## config.mk

```make
export PLATFORM = sky130hd
export DESIGN_NAME = logistic_iter_flat
export DESIGN_NICKNAME = d
export VERILOG_FILES = /design/src/rtl/chaos_pkg.sv /design/src/rtl/logistic_iter_if.sv /design/src/rtl/fx_mul_q2_16.sv /design/src/rtl/logistic_iter.sv /design/src/flat_wrapper.sv
export SDC_FILE = /design/constraint.sdc
export NUM_CORES = 1
export LEC_CHECK = 0
export ABC_CLOCK_PERIOD_IN_PS = 17300
export BUFFER_PORTS_ARGS = -buffer_cell sky130_fd_sc_hd__buf_4
export CORE_MARGIN = 10
export CORE_UTILIZATION = 50
export DETAILED_ROUTE_END_ITERATION = 12
export PLACE_DENSITY_LB_ADDON = 0.25
export SLEW_MARGIN = 10
export SYNTH_ARGS = -nofsm -noshare
export SYNTH_HDL_FRONTEND = slang
export SYNTH_SLANG_ARGS = --single-unit
```

## constraint.sdc

```tcl
create_clock -name CLK -period 17.3 [get_ports CLK]
set_input_delay 2.595 -clock CLK [delete_from_list [all_inputs] [get_ports CLK]]
set_output_delay 2.595 -clock CLK [all_outputs]
set_load 0.02 [all_outputs]
```

## src/rtl/chaos_pkg.sv

```systemverilog
// Shared Q2.16 fixed-point constants and the orbit FSM state type.
// Latency: n/a (declarations only).
// Backpressure: n/a.
package chaos_pkg;

    // Q2.16: 2 integer bits, 16 fraction bits
    localparam int Q_W    = 18;
    localparam int Q_FRAC = 16;

    // 1.0 in Q2.16
    localparam logic [Q_W-1:0] ONE_Q = 18'h10000;

    typedef enum logic [2:0] {
        S_IDLE,
        S_WAIT,
        S_MUL1,
        S_MUL2,
        S_WB,
        S_DONE
    } state_t;

endpackage

```

## src/rtl/logistic_iter_if.sv

```systemverilog
// Control/data bundle between sample_set, the logistic iterator and the display stage.
// Latency: n/a (wires only).
// Backpressure: none; x_valid is a fire-and-forget pulse with no ready.
interface logistic_iter_if #(
    parameter int W     = 18,
    parameter int CNT_W = 9
);
    logic             start;
    logic [W-1:0]     mu;
    logic [CNT_W-1:0] maxrepeat;
    logic [W-1:0]     x_seed;
    logic             calc_clock;
    logic [W-1:0]     x_out;
    logic             x_valid;
    logic [CNT_W-1:0] iter_cnt;
    logic             busy;
    logic             done;
    logic             converged;

    // Driver side: sample_set / stimulus
    modport master (
        output start, mu, maxrepeat, x_seed, calc_clock,
        input  x_out, x_valid, iter_cnt, busy, done, converged
    );

    // Iterator side
    modport slave (
        input  start, mu, maxrepeat, x_seed, calc_clock,
        output x_out, x_valid, iter_cnt, busy, done, converged
    );
endinterface

```

## src/rtl/fx_mul_q2_16.sv

```systemverilog
// Unsigned Q2.16 x Q2.16 multiply, truncated back to Q2.16 (bits [33:16] of the product).
// Latency: combinational.
// Backpressure: none.
module fx_mul_q2_16
    import chaos_pkg::*;
#(
    parameter int W = Q_W
) (
    input  logic [W-1:0] a,
    input  logic [W-1:0] b,
    output logic [W-1:0] y
);

    logic [2*W-1:0] prod;

    // Full-width product; bits above the Q2.16 window are dropped (zero for x<1, mu<4)
    assign prod = a * b;
    assign y    = W'(prod >> Q_FRAC);

endmodule

```

## src/rtl/logistic_iter.sv

```systemverilog
// Logistic map x[n+1] = mu*x*(1-x) in Q2.16, one step per synchronized calc_clock rising edge.
// Latency: tick (post-sync) to x_valid = 4 CLK; calc_clock edge to x_valid about 6-7 CLK.
// Backpressure: none; ticks arriving outside WAIT are dropped. Optional: LOGISTIC_EARLY_STOP_EN.
module logistic_iter
    import chaos_pkg::*;
#(
    parameter int W     = Q_W,
    parameter int CNT_W = 9
) (
    input  logic              CLK,
    input  logic              RST,
    logistic_iter_if.slave    bus
);

    state_t           state;
    logic [W-1:0]     mu_q;
    logic [CNT_W-1:0] maxrep_q;
    logic [W-1:0]     x_q;
    logic [W-1:0]     p1_q;
    logic [W-1:0]     p2_q;
    logic [W-1:0]     x_out_q;
    logic             x_valid_q;
    logic [CNT_W-1:0] iter_cnt_q;
    logic             busy_q;
    logic             done_q;
    logic             conv_q;

    logic             sync1;
    logic             sync2;
    logic             sync_prev;
    logic             tick;

    logic [W-1:0]     one_minus_x;
    logic [W-1:0]     mul_a;
    logic [W-1:0]     mul_b;
    logic [W-1:0]     mul_y;
    logic [CNT_W-1:0] cnt_next;
    logic             stop_early;

    // calc_clock is data from another domain: two-flop synchronizer plus edge history
    always_ff @(posedge CLK or posedge RST) begin
        if (RST) begin
            sync1     <= 1'b0;
            sync2     <= 1'b0;
            sync_prev <= 1'b0;
        end else begin
            sync1     <= bus.calc_clock;
            sync2     <= sync1;
            sync_prev <= sync2;
        end
    end

    assign tick = sync2 & ~sync_prev;

    // 1 - x, clamped to zero so an x at or above 1.0 cannot wrap
    assign one_minus_x = (x_q >= ONE_Q) ? '0 : (ONE_Q - x_q);

    // One shared multiplier: x*(1-x) in MUL1, mu*p1 otherwise
    assign mul_a = (state == S_MUL1) ? x_q         : mu_q;
    assign mul_b = (state == S_MUL1) ? one_minus_x : p1_q;

    fx_mul_q2_16 #(.W(W)) u_mul (
        .a (mul_a),
        .b (mul_b),
        .y (mul_y)
    );

    assign cnt_next = iter_cnt_q + CNT_W'(1);

`ifdef LOGISTIC_EARLY_STOP_EN
    assign stop_early = (p2_q == x_q);
`else
    assign stop_early = 1'b0;
`endif

    // Orbit sequencer; start is accepted in every state and always wins over a pending write-back
    always_ff @(posedge CLK or posedge RST) begin
        if (RST) begin
            state      <= S_IDLE;
            mu_q       <= '0;
            maxrep_q   <= '0;
            x_q        <= '0;
            p1_q       <= '0;
            p2_q       <= '0;
            x_out_q    <= '0;
            x_valid_q  <= 1'b0;
            iter_cnt_q <= '0;
            busy_q     <= 1'b0;
            done_q     <= 1'b0;
            conv_q     <= 1'b0;
        end else begin
            x_valid_q <= 1'b0;
            if (bus.start) begin
                mu_q       <= bus.mu;
                maxrep_q   <= bus.maxrepeat;
                x_q        <= bus.x_seed;
                iter_cnt_q <= '0;
                conv_q     <= 1'b0;
                if (bus.maxrepeat == '0) begin
                    state  <= S_DONE;
                    busy_q <= 1'b0;
                    done_q <= 1'b1;
                end else begin
                    state  <= S_WAIT;
                    busy_q <= 1'b1;
                    done_q <= 1'b0;
                end
            end else begin
                case (state)
                    S_WAIT: begin
                        if (tick) begin
                            state <= S_MUL1;
                        end
                    end
                    S_MUL1: begin
                        p1_q  <= mul_y;
                        state <= S_MUL2;
                    end
                    S_MUL2: begin
                        p2_q  <= mul_y;
                        state <= S_WB;
                    end
                    S_WB: begin
                        x_q        <= p2_q;
                        x_out_q    <= p2_q;
                        x_valid_q  <= 1'b1;
                        iter_cnt_q <= cnt_next;
                        if ((cnt_next == maxrep_q) || stop_early) begin
                            state  <= S_DONE;
                            busy_q <= 1'b0;
                            done_q <= 1'b1;
                            conv_q <= stop_early;
                        end else begin
                            state <= S_WAIT;
                        end
                    end
                    default: begin
                        state <= state;
                    end
                endcase
            end
        end
    end

    assign bus.x_out    = x_out_q;
    assign bus.x_valid  = x_valid_q;
    assign bus.iter_cnt = iter_cnt_q;
    assign bus.busy     = busy_q;
    assign bus.done     = done_q;
`ifdef LOGISTIC_EARLY_STOP_EN
    assign bus.converged = conv_q;
`else
    assign bus.converged = 1'b0;
`endif

endmodule

```

## src/flat_wrapper.sv

```systemverilog
// flat-port wrapper written by rule: the top's interface ports become plain ports
module logistic_iter_flat import chaos_pkg::*;
#(
    parameter int W     = Q_W,
    parameter int CNT_W = 9
)
  (CLK, RST, bus_start, bus_mu, bus_maxrepeat, bus_x_seed, bus_calc_clock, bus_x_out, bus_x_valid, bus_iter_cnt, bus_busy, bus_done, bus_converged);
  logistic_iter_if #(.W(W), .CNT_W(CNT_W)) bus_i ();
  input  logic CLK;
  input  logic RST;
  input wire logic [$bits(bus_i.start)-1:0] bus_start;
  input wire logic [$bits(bus_i.mu)-1:0] bus_mu;
  input wire logic [$bits(bus_i.maxrepeat)-1:0] bus_maxrepeat;
  input wire logic [$bits(bus_i.x_seed)-1:0] bus_x_seed;
  input wire logic [$bits(bus_i.calc_clock)-1:0] bus_calc_clock;
  output wire logic [$bits(bus_i.x_out)-1:0] bus_x_out;
  output wire logic [$bits(bus_i.x_valid)-1:0] bus_x_valid;
  output wire logic [$bits(bus_i.iter_cnt)-1:0] bus_iter_cnt;
  output wire logic [$bits(bus_i.busy)-1:0] bus_busy;
  output wire logic [$bits(bus_i.done)-1:0] bus_done;
  output wire logic [$bits(bus_i.converged)-1:0] bus_converged;
  assign bus_i.start = bus_start;
  assign bus_i.mu = bus_mu;
  assign bus_i.maxrepeat = bus_maxrepeat;
  assign bus_i.x_seed = bus_x_seed;
  assign bus_i.calc_clock = bus_calc_clock;
  assign bus_x_out = bus_i.x_out;
  assign bus_x_valid = bus_i.x_valid;
  assign bus_iter_cnt = bus_i.iter_cnt;
  assign bus_busy = bus_i.busy;
  assign bus_done = bus_i.done;
  assign bus_converged = bus_i.converged;
  logistic_iter #(.W(W), .CNT_W(CNT_W)) u_core (.CLK(CLK), .RST(RST), .bus(bus_i));
endmodule
```

Word-level counts from Yosys, hierarchy flattened
Index checks and enable logic that the tools add are counted.

operators by class
  add/subtract/negate cells = 2
  multiply operators = 1
  order comparisons = 1
  eq/ne operators = 6
  multiplexer cells = 22
  bitwise gates (word level) = 3
  reduce and logical (&&, ||, !) cells = 9

operators with widths
  cell                    number
  $mux 18                 5
  $mul 18x18->34          1
  $ge 18x17->1 const B    1
  $mux 9                  2
  $sub 17x18->18 const A  1
  $mux 3                  4
  $pmux 3 s4              1
  $mux 1                  10
  $reduce_and 2->1        5
  $add 9x1->9 const B     1
  $eq 9x9->1              1
  $logic_not 9->1         1
  $eq 3x2->1 const B      2
  $reduce_bool 5->1       1
  $reduce_bool 2->1       2
  $eq 3x1->1 const B      1
  $eq 3x3->1 const B      1
  $ne 3x2->1 const B      1
  $not 1->1               2
  $and 1x1->1             1

word-level totals
  register bits = 117
  bits of input ports = 49
  output and inout bits = 31
  logic and storage cells = 58

Longest topological paths before layout
Gate-level depths: netlist of the first run.

  word-level depth = 5
  depth in mapped cells = 30
  depth with buffers taken out = 28

Hierarchy
Synthesis of the first run repeated with hierarchy kept, for this count alone.

second synthesis, totals
  cell total of the unflattened synthesis = 1,653
  area, all modules = 15,716.3 sq um

by module, submodules not included
  module         times used  cells an instance  area an instance (sq um)  sequential area each (sq um)
  fx_mul_q2_16   1           1,186              10,163.5                  0.0
  logistic_iter  1           467                5,552.8                   2,927.8

Worst setup path after synthesis of the first run
No wires, ideal clock.

  kind = reg-to-reg
  start = register u_core.x_q[0]
  end = register u_core.p1_q[16]
  setup time = 69 ps
  data arrival time = 7,350 ps
  required time = 17,231 ps
  slack = 9,881 ps
  cell stages (with the launch flop) = 29
  path buffers = 2
  clock period less this slack = 7,419 ps
  cell sequence = dfrtp_1 -> inv_1 -> ha_1 -> or3b_2 -> clkbuf_1 -> nor3_1 -> xnor2_1 -> a22oi_1 -> clkbuf_1 -> nor2_1 -> fa_1 -> inv_1 -> fa_1 -> inv_1 -> fa_1 -> fa_1 -> fa_1 -> inv_1 -> fa_1 -> inv_1 -> ha_1 -> a21o_1 -> a31o_2 -> a211oi_1 -> a31oi_1 -> a211oi_2 -> o21ai_2 -> or3_1 -> nand3_1

on the way
  word-level cells in the longest chain between the ends = 4
  elaborated cells on any way between the ends = 6
  classes of those cells = add/sub: 1; mul: 1; order compare: 1; mux: 3

ends and longest elaborated chain
  what                                                   line                  text
  start, declared                                        logistic_iter.sv:18   logic [W-1:0] x_q;
  start signal, assigned                                 logistic_iter.sv:96   x_q <= bus.x_seed;
  start signal, assigned                                 logistic_iter.sv:124  x_q <= p2_q;
  $sub 17x18->18 / $ge 18x17->1 (equally long branches)  logistic_iter.sv:56   assign one_minus_x = (x_q >= ONE_Q) ? '0 : (ONE_Q - x_q);
  $mux 18                                                logistic_iter.sv:56
  $mux 18                                                logistic_iter.sv:60   assign mul_b = (state == S_MUL1) ? one_minus_x : p1_q;
  $mul 18x18->34 (*)                                     fx_mul_q2_16.sv:17    assign prod = a * b;
  end signal, assigned                                   logistic_iter.sv:116  p1_q <= mul_y;
  end, declared                                          logistic_iter.sv:19   logic [W-1:0] p1_q;

Mark *: on every way between the ends. The rest lies on a longest branch, timed or not.
A chain may end at the register's enable or synchronous reset.

Final worst setup path of the first run
  start = register u_core.state[0]
  end = register u_core.p1_q[10]

on the way
  word-level cells in the longest chain between the ends = 3
  elaborated cells on any way between the ends = 5
  classes of those cells = mul: 1; eq/ne: 1; mux: 2; reduce/logical: 1

ends and longest elaborated chain
  what                        line                                                            text
  start, declared             logistic_iter.sv:15                                             state_t state;
  start signal, assigned      logistic_iter.sv:138                                            state <= state;
  $eq 3x2->1 (*)              logistic_iter.sv:59, logistic_iter.sv:60, logistic_iter.sv:109
  $mux 18 (on tied branches)  logistic_iter.sv:59, logistic_iter.sv:60
  $mul 18x18->34              fx_mul_q2_16.sv:17

Marks and branches as above.

==> results of run 1 <==
==> cell usage after synthesis (all sizes together) (2+ instances only) <==
master | instances | area (sq um)
dfrtp | 117 | 2928
buf | 7 | 46.29
a31oi | 5 | 31.28
a2111oi | 2 | 23.77
o31ai | 8 | 60.06
or3 | 8 | 55.05
fa | 253 | 5065
a211o | 2 | 17.52
clkbuf | 62 | 234.0
nor2 | 151 | 566.8
or4 | 2 | 18.77
nand2 | 299 | 1122
a21oi | 20 | 100.1
ha | 98 | 1226
nor4 | 5 | 46.29
inv | 313 | 1175
mux2i | 31 | 310.3
xnor2 | 37 | 324.1
or2 | 3 | 18.77
a22oi | 10 | 85.08
and4 | 2 | 17.52
nor3b | 3 | 22.52
nand4b | 2 | 17.52
nand4 | 5 | 31.28
nand3b | 3 | 22.52
o21ai | 56 | 284.0
a21o | 10 | 75.07
o2111ai | 2 | 17.52
and3 | 20 | 125.1
xor2 | 15 | 131.4
a22o | 9 | 78.83
o21a | 10 | 75.07
mux2 | 45 | 506.7
nor3 | 12 | 65.06
a211oi | 2 | 20.02
o41ai | 2 | 25.03
and2 | 13 | 81.33
o211ai | 10 | 75.07
nor2b | 2 | 12.51
nand3 | 6 | 30.03
nand2b | 10 | 62.56
==> per-layer routing <==
metal,share of wire,up-vias,track usage,wire (um)
li1,-,5312,-,-
met1,0.39,5972,0.2934,17470
met3,0.077,127,0.05310,3457
met2,0.48,485,0.3985,21670
met5,0,-,0,0
met4,0.049,0,0.1176,2205
==> flip-flops by register name, summed over array words and instances (netlist names) <==
signal	cells
u_core.bus.busy	1
u_core.bus.done	1
u_core.bus.iter_cnt	9
u_core.bus.x_out	18
u_core.bus.x_valid	1
u_core.maxrep_q	9
u_core.mu_q	18
u_core.p1_q	18
u_core.p2_q	18
u_core.state	3
u_core.sync1	1
u_core.sync2	1
u_core.sync_prev	1
u_core.x_q	18
==> final cells by class <==
class	instances	area (sq um)	share of cell area
Clock inverter	14	224.0	0.01317
Timing Repair Buffer	103	773.2	0.04548
Antenna cell	1	2.502	0.0001472
Multi-Input combinational cell	1185	10970	0.6453
Sequential cell	117	2928	0.1722
Clock buffer	18	429.2	0.02524
Inverter	313	1177	0.06926
Tap cell	396	495.5	0.02915
==> cell families after synthesis <==
family | count (synthesis) | share of synthesized area
mux | 76 | 0.05328
fa+ha+maj | 351 | 0.4103
compound gates | 158 | 0.06903
other cells | 1 | 0.0002446
simple gates | 547 | 0.1516
flops | 117 | 0.1909
buf+inv | 382 | 0.09490
xor+xnor | 52 | 0.02970
==> metrics by stage <==
stage | setup slack [ns] | hold slack [ns]
2_1_floorplan | 9.881 | 0.3312
3_3_place_gp | 9.088 | 0.3332
3_5_place_dp | 8.977 | 0.3347
4_1_cts | 8.950 | 0.3475
5_1_grt | 8.328 | 0.3538
6_report | 8.920 | 0.3455
==> worst max-delay path by stage <==
stage,startpoint,to,depth (start not counted)
after floorplan,u_core.x_q[0]$_DFFE_PP0P_,u_core.p1_q[16]$_DFFE_PP0P_,28
after global placement,u_core.state[0]$_DFFE_PP0P_,u_core.p1_q[16]$_DFFE_PP0P_,24
after detailed placement,u_core.state[0]$_DFFE_PP0P_,u_core.p1_q[16]$_DFFE_PP0P_,24
after CTS,u_core.state[0]$_DFFE_PP0P_,u_core.p1_q[16]$_DFFE_PP0P_,24
after global routing,u_core.x_q[0]$_DFFE_PP0P_,u_core.p1_q[10]$_DFFE_PP0P_,27
final,u_core.state[0]$_DFFE_PP0P_,u_core.p1_q[10]$_DFFE_PP0P_,24
==> impl_metrics.csv, run 1 <==
group,metric,value,unit
status,status,"completed",
sta,period_share,0.4844,
clock_network,cts_root_buf,"clkbuf_16",
clock_network,postCtsSetupBuffers,0,
placed_design,io_buffer_count,78,
placed_design,place_area,16340,sq um
critical_path,crit_fanout,81,
sta,setup_tns,0,ns
critical_path,crit_type,"reg -> reg",
cells_and_area,post-route-util,0.5587,
min_path,whs_path_depth,0,
clock_network,clk_pin_slew,0.06,ns
clock_network,cts_buffers,17,
synthesis,synth_area,15330,sq um
sta,setup_violations,0,
critical_path,cpMostUsedCell,"fa_1",
grt,grt_max_degree,82,
critical_path,r2r_start,"u_core.state[0]$_DFFE_PP0P_",
critical_path,r2r_cells,24,
grt,grt_pass1_vias,12960,
synthesis,synthFlopType,"dfrtp_1",
sta,grt_setup_unrepaired,"no",
grt,overflow,0,
grt,grt_pass1_wl,71.66,mm
critical_path,cpPeakStageDelay,0.86,ns
clock_network,clock-sinks,117,
clock_network,cts_hold_buf,0,
critical_path,endpoint_kind,"flip-flop",
die,die_h,195.1,um
critical_path,r2r_end,"u_core.p1_q[10]$_DFFE_PP0P_",
die,pin_count,80,
cells_and_area,design_area,17000,sq um
die,start_util,0.5039,
synthesis,syn_nets,2084,
min_path,hp-start,"u_core.sync1$_DFF_PP0_",
die,rows,64,
detailed_routing,antenna_left,0,
synthesis,ys_ff_latch,117,
synthesis,yosys.cell_types.count,67,
detailed_routing,drt_first_pass_iters,5,
placed_design,gp_congestion,0.9575,
clock_network,clk_latency,0.43,ns
sta,fin_skew,0.01173,ns
critical_path,critPathTopFamily,"adder cells",
synthesis,synth.avg_cell_area,9.105,sq um
cells_and_area,nets,2137,
die,core,30430,sq um
die,dieArea,38070,sq um
cells_and_area,layout_common_cells,"inv_1, nand2_1, fa_1",
synthesis,synth_cells,1684,
placed_design,hpwl,35.63,mm
critical_path,cp_num_buf_inv,5,
cells_and_area,synthToLayoutAreaGrowth,10.87,%
cells_and_area,final_cells,2147,
critical_path,crit_path_start_kind,"flip-flop",
sta,maxSlewViolCount,0,
sta,fin_crit,8.380,ns
critical_path,critPathSlowestCell,"mux2i_1",
synthesis,ys_warn_count,0,
synthesis,synth_seq_area_share,0.1909,
sta,worst_pin_slew,1.191,ns
clock_network,clockBufferDepth,2,
clock_network,htreeDepth,4,
detailed_routing,post_drt_wl_per_cell,20.87,um
synthesis,synth-async-reset-ratio,1.000,
critical_path,r2r_slack,8.92,ns
grt,antenna_found_initial,1,
die,dieWidth,195.1,um
min_path,hold_class,"reg -> reg",
detailed_routing,first_iter_violations,947,
grt,grt_util_all_layers,0.2413,
sta,fmax,0.1193,GHz
job,cap_violations,0,
critical_path,path_cells,"nor2_1 -> nand2_2 -> buf_4 -> mux2i_1 -> nor2_1 -> fa_1 -> inv_1 -> fa_1 -> fa_1 -> inv_1 -> fa_1 -> fa_1 -> inv_1 -> fa_1 -> inv_1 -> ha_1 -> nand2_1 -> a2111oi_0 -> o211ai_1 -> a31oi_1 -> o21ai_0 -> o21ai_1 -> xnor2_1 -> o21ai_0",
synthesis,synth_edf_count,0,
cells_and_area,fillCellCount,2708,
detailed_routing,vias,11900,
clock_network,cts_tree,"built",
detailed_routing,drc,0,
placed_design,dp.cells,2114,
detailed_routing,wl,44.81,mm
detailed_routing,vias_per_cell,5.541,
clock_network,ctsResizeCount,0,
cells_and_area,final_common_cell,"inv_1",
sta,hold_viol_final,0,
critical_path,crit_required,17.59,ns
sta,slew_headroom,0.2060,
critical_path,critical_path_arrival,8.67,ns
min_path,min_to,"u_core.sync2$_DFF_PP0_",
cells_and_area,layout-drive-gt1-share,0.1137,
Power of run 1 is not shown: default switching activity piles up to over one toggle a cycle in this logic, so the estimate is an artifact.
==> inputs of run 2 (changes only) <==
--- a/config.mk
+++ b/config.mk
@@ -5,7 +5,7 @@
 export SDC_FILE = /design/constraint.sdc
 export NUM_CORES = 1
 export LEC_CHECK = 0
-export ABC_CLOCK_PERIOD_IN_PS = 17300
+export ABC_CLOCK_PERIOD_IN_PS = 7400
 export BUFFER_PORTS_ARGS = -buffer_cell sky130_fd_sc_hd__buf_4
 export CORE_MARGIN = 10
 export CORE_UTILIZATION = 50
==> constraint.sdc (replaced) <==
create_clock -name CLK -period 7.4 [get_ports CLK]
set_input_delay 1.11 -clock CLK [delete_from_list [all_inputs] [get_ports CLK]]
set_output_delay 1.11 -clock CLK [all_outputs]
set_load 0.02 [all_outputs]
==> impl_metrics.csv, run 2 (synthesized netlist as in run 1, its figures left out) <==
group,metric,value,unit
grt,grt_util_all_layers,0.2432,
placed_design,pre_cts_ws,-0.2537,ns
critical_path,crit_fanout,8,
grt,overflow,0,
clock_network,cts_buffers,17,
detailed_routing,first_iter_violations,878,
sta,maxSlewViolCount,0,
clock_network,cts_tree,"built",
sta,fin_crit,7.418,ns
status,status,"finished, violations left",
clock_network,cts_hold_buf,0,
die,pin_count,80,
clock_network,clock-sinks,117,
detailed_routing,drc,0,
clock_network,clk_pin_slew,0.06,ns
clock_network,htreeDepth,4,
cells_and_area,layout-drive-gt1-share,0.2174,
die,start_util,0.5039,
clock_network,cts_root_buf,"clkbuf_16",
sta,worst_pin_slew,1.182,ns
cells_and_area,design_area,18680,sq um
detailed_routing,vias,12520,
clock_network,clockBufferDepth,2,
cells_and_area,final_common_cell,"inv_1",
cells_and_area,antenna_cells,0,
grt,antenna_found_initial,0,
grt,grt_pass1_vias,13180,
sta,fmax,0.1348,GHz
detailed_routing,drt_first_pass_iters,5,
placed_design,gp_congestion,0.9783,
die,rows,64,
critical_path,crit_required,7.64,ns
cells_and_area,seqCellArea,2928,sq um
critical_path,critical_path_arrival,7.66,ns
detailed_routing,antenna_left,0,
die,die_h,195.1,um
placed_design,io_buffer_count,78,
cells_and_area,multi_input_area,11430,sq um
critical_path,crit_path_start_kind,"flip-flop",
grt,grt_max_degree,81,
placed_design,place_area,17410,sq um
job,cap_violations,0,
sta,setup_violations,5,
clock_network,clk_latency,0.43,ns
cells_and_area,fillCellCount,2619,
sta,period_share,1.002,
grt,grt_pass1_wl,72.61,mm
cells_and_area,nets,2287,
die,core,30430,sq um
critical_path,crit_type,"reg -> reg",
sta,setup_tns,-0.05492,ns
detailed_routing,wl,46.16,mm
sta,slew_headroom,0.2100,
min_path,hold_class,"reg -> reg",
sta,fin_skew,0.01129,ns
sta,setup_slack,-0.01778,ns
cells_and_area,layout_common_cells,"inv_1, nand2_1, fa_1",
sta,grt_setup_unrepaired,"yes",
placed_design,hpwl,37.34,mm
critical_path,endpoint_kind,"flip-flop",
die,dieArea,38070,sq um
sta,hold_viol_final,0,
cells_and_area,post-route-util,0.6140,
cells_and_area,synthToLayoutAreaGrowth,21.84,%
status,violations,"negative setup slack",
die,dieWidth,195.1,um
detailed_routing,vias_per_cell,5.453,
detailed_routing,post_drt_wl_per_cell,20.11,um
run 2: worst paths after layout:
| kind | start | end | slack (ns) | cells after the start |
|---|---|---|---|---|
| max in group asynchronous | RST | u_core.p1_q[4]$_DFFE_PP0P_ | 5.25 | 3 |
| min reg2reg | u_core.sync1$_DFF_PP0_ | u_core.sync2$_DFF_PP0_ | 0.36 | 0 |
| min in group asynchronous | RST | u_core.bus.x_out[8]$_DFFE_PP0P_ | 0.71 | 2 |
| min | u_core.sync1$_DFF_PP0_ | u_core.sync2$_DFF_PP0_ | 0.36 | 0 |
| max reg2reg | u_core.x_q[4]$_DFFE_PP0P_ | u_core.p1_q[14]$_DFFE_PP0P_ | -0.02 | 27 |
| max | u_core.x_q[4]$_DFFE_PP0P_ | u_core.p1_q[14]$_DFFE_PP0P_ | -0.02 | 27 |
run 2: critical path, cell delays in order, from the launching register on:
cell and delay (ns):
dfrtp_1 0.38, or4_4 0.57, nor4_4 0.19, nand2b_1 0.12, or3_4 0.42, nor3_4 0.15, xnor2_2 0.09, a22oi_2 0.17
buf_6 0.18, nor2_2 0.06, fa_1 0.55, fa_1 0.44, fa_1 0.52, fa_1 0.43, fa_1 0.50, inv_1 0.05
fa_1 0.49, inv_2 0.05, ha_4 0.20, a21o_1 0.18, a31o_4 0.28, a211oi_4 0.24, a31oi_4 0.19, a211oi_4 0.24
buf_6 0.16, o31ai_2 0.07, xnor2_1 0.22, o21ai_0 0.12
run 2: timing repair:
item,4_1_cts,5_1_grt
endpoints found under the setup margin,26,30
endpoints found under the hold margin,0,0
buffers inserted,9,13
gates cloned,1,1
pin swaps,10,41
gates resized for setup,36,77
run 2: cell type report:
cell class                      instances  area share
Clock buffer                           18     0.02351
Clock inverter                         14    0.008036
Inverter                              313     0.06302
Multi-Input combinational cell       1185      0.6120
Sequential cell                       117      0.1567
Tap cell                              396     0.02652
Timing Repair Buffer                  253      0.1102
run 2: metal layers:
| layer | up-vias | global-route usage | share of wire |
|---|---|---|---|
| li1 | 5614 | - | - |
| met1 | 6370 | 0.3005 | 0.40 |
| met2 | 436 | 0.4150 | 0.50 |
| met3 | 100 | 0.03837 | 0.059 |
| met4 | 0 | 0.1018 | 0.044 |
| met5 | - | 0 | 0 |
run 2: stage by stage:
stage,hold WS [ns],instances
final,0.3610,2296
after global routing,0.3701,2296
after CTS,0.3616,2284
after detailed placement,0.3490,2242
after global placement,0.3360,2242
after floorplan,0.3312,1684
Power of run 2 is left out for the same reason.
==> inputs of run 3 (changes only) <==
--- a/config.mk
+++ b/config.mk
@@ -7,11 +7,14 @@
 export LEC_CHECK = 0
 export ABC_CLOCK_PERIOD_IN_PS = 7400
 export BUFFER_PORTS_ARGS = -buffer_cell sky130_fd_sc_hd__buf_4
+export CAP_MARGIN = 10
 export CORE_MARGIN = 10
 export CORE_UTILIZATION = 50
+export CTS_BUF_LIST = sky130_fd_sc_hd__clkbuf_2
 export DETAILED_ROUTE_END_ITERATION = 12
 export PLACE_DENSITY_LB_ADDON = 0.25
 export SLEW_MARGIN = 10
 export SYNTH_ARGS = -nofsm -noshare
 export SYNTH_HDL_FRONTEND = slang
+export SYNTH_HIERARCHICAL = 1
 export SYNTH_SLANG_ARGS = --single-unit
==> impl_metrics.csv, run 3 <==
group,metric,value,unit
status,status,"completed",
sta,maxSlewViolCount,0,
grt,overflow,0,
detailed_routing,first_iter_violations,622,
cells_and_area,antenna_cells,0,
detailed_routing,vias_per_cell,5.424,
die,die_h,197.3,um
sta,setup_slack,0.09267,ns
synthesis,synth_seq_area_share,0.1863,
sta,worst_pin_slew,1.066,ns
die,pin_count,80,
min_path,hold_class,"reg -> reg",
clock_network,clk_pin_slew,0.17,ns
cells_and_area,final_cells,2137,
placed_design,hpwl,29.78,mm
synthesis,synth_cells,1653,
clock_network,clock-sinks,117,
sta,period_share,0.9875,
die,dieWidth,197.3,um
synthesis,ys_warn_count,6,
clock_network,cts_root_buf,"clkbuf_2",
die,rows,64,
synthesis,synth-async-reset-ratio,1.000,
critical_path,crit_type,"reg -> reg",
synthesis,yosysMostFrequentCell,"inv_1",
cells_and_area,layout_common_cells,"inv_1, fa_1, nand2_1",
cells_and_area,synthToLayoutAreaGrowth,11.46,%
sta,hold_ws,0.3748,ns
sta,fin_skew,0.03810,ns
cells_and_area,nets,2129,
synthesis,synth.avg_cell_area,9.508,sq um
sta,fin_crit,7.307,ns
synthesis,ys_top_cells_by_area,"fa_1, dfrtp_1, inv_1",
synthesis,ys_ff_latch,117,
sta,hold_viol_final,0,
cells_and_area,final_common_cell,"inv_1",
synthesis,synth_top_cell_by_area,"fa_1",
detailed_routing,antenna_left,0,
detailed_routing,drt_first_pass_iters,5,
critical_path,crit_required,7.94,ns
sta,setup_violations,0,
grt,grt_max_degree,87,
clock_network,clk_latency,0.66,ns
sta,slew_headroom,0.2896,
grt,grt_pass1_vias,12700,
job,cap_violations,0,
clock_network,cts_tree,"built",
sta,fmax,0.1368,GHz
synthesis,synth_edf_count,0,
die,dieArea,38920,sq um
synthesis,synth_common_cells,"inv_1, fa_1, nand2_1",
clock_network,cts_hold_buf,0,
clock_network,clockBufferDepth,2,
critical_path,critical_path_arrival,7.85,ns
synthesis,synth_top_area_share,0.3223,
grt,grt_pass1_wl,64.20,mm
critical_path,endpoint_kind,"flip-flop",
placed_design,io_buffer_count,78,
sta,grt_setup_unrepaired,"yes",
synthesis,syn_nets,2053,
die,core,30830,sq um
synthesis,synthFlopType,"dfrtp_1",
placed_design,pre_cts_ws,-0.1098,ns
detailed_routing,vias,11590,
cells_and_area,layout-drive-gt1-share,0.1867,
detailed_routing,wl,38.68,mm
sta,setup_tns,0,ns
placed_design,dp.cells,2087,
placed_design,gp_congestion,0.9352,
detailed_routing,drc,0,
synthesis,synth_area,15720,sq um
grt,grt_util_all_layers,0.2035,
clock_network,cts_buffers,17,
synthesis,yosys.cell_types.count,66,
detailed_routing,post_drt_wl_per_cell,18.10,um
die,start_util,0.5098,
critical_path,crit_path_start_kind,"flip-flop",
grt,antenna_found_initial,0,
critical_path,crit_fanout,18,
clock_network,htreeDepth,4,
## run 3: changes by cell type after synthesis, moves of 9 or more
| cell | before | now |
|---|---|---|
| a21oi_1 | 20 | 29 |
| and2_1 | 13 | 147 |
| and3_1 | 20 | 3 |
| inv_1 | 313 | 333 |
| mux2_2 | 45 | 95 |
| mux2i_1 | 31 | 15 |
| nand2_1 | 299 | 227 |
| nor2_1 | 151 | 37 |
| o21a_1 | 10 | 1 |
| o21ai_0 | 51 | 39 |
## run 3: final cells by class
type | instances | area, sq um
fill | 2749 | 13310
multi-input combinational | 1127 | 11520
sequential | 117 | 2929
inverter | 333 | 1252
timing repair buffer | 133 | 1044
tap | 396 | 495.5
clock inverter | 12 | 185.2
clock buffer | 19 | 95.09
## run 3: metal layers
layer | wire, um | part of all wire | track usage
met2 | 19760 | 0.51 | 0.3561
met1 | 16550 | 0.43 | 0.2640
met5 | 0 | 0 | 0
met3 | 1739 | 0.045 | 0.02572
met4 | 633 | 0.016 | 0.04500
## run 3: cell families (layout without fill, tap and decap cells)
family          count (synthesis)  in the layout  share of synthesized area
flops                         117            117                     0.1863
simple gates                  466            466                     0.1442
compound gates                146            146                    0.06226
other cells                     1              1                  0.0002386
buf+inv                       409            497                    0.09951
xor+xnor                       52             52                    0.02898
fa+ha+maj                     352            352                     0.4009
mux                           110            110                    0.07762
## run 3: critical path, stage by stage, from the launching register on
cell      delay [ns]
dfrtp_1         0.44
buf_4           0.14
nor3_1          0.19
buf_4           0.18
nand4_1         0.08
buf_4           0.18
or3_1           0.30
a32o_1          0.25
buf_4           0.20
and2_1          0.18
fa_1            0.53
inv_1           0.05
fa_1            0.53
inv_1           0.05
fa_1            0.54
fa_1            0.46
fa_1            0.57
inv_2           0.05
fa_1            0.51
inv_2           0.05
ha_4            0.25
nand4_1         0.12
o211ai_2        0.11
a221o_1         0.36
and3_4          0.20
a221oi_4        0.26
xnor2_2         0.12
mux2_4          0.27
## run 3: through the flow
| step | area [sq um] | utilization |
|---|---|---|
| finish | 17520 | 0.5682 |
| global route | 17520 | 0.5682 |
| CTS | 17060 | 0.5534 |
| detailed placement | 16760 | 0.5437 |
| global placement | 16760 | 0.5437 |
| floorplan | 15720 | - |
## run 3: final timing paths
check	from	endpoint	slack (ns)	cells after the start
setup / recovery	u_core/x_q[1]$_DFFE_PP0P_	u_core/p2_q[15]$_DFFE_PP0P_	0.09	27
hold / removal	u_core/sync1$_DFF_PP0_	u_core/sync2$_DFF_PP0_	0.37	0
setup reg to reg	u_core/x_q[1]$_DFFE_PP0P_	u_core/p2_q[15]$_DFFE_PP0P_	0.09	27
hold reg to reg	u_core/sync1$_DFF_PP0_	u_core/sync2$_DFF_PP0_	0.37	0
max in group asynchronous	RST	u_core/bus.x_out[6]$_DFFE_PP0P_	5.56	3
min in group asynchronous	RST	u_core/mu_q[3]$_DFFE_PP0P_	0.41	2
## run 3: timing repair
item | in CTS | in global routing
endpoints found under the setup margin | 6 | 24
resized for setup | 4 | 78
setup buffers | 0 | 18
cloned | 0 | 1
pin swaps | 2 | 33
Power of run 3 is left out for the same reason.
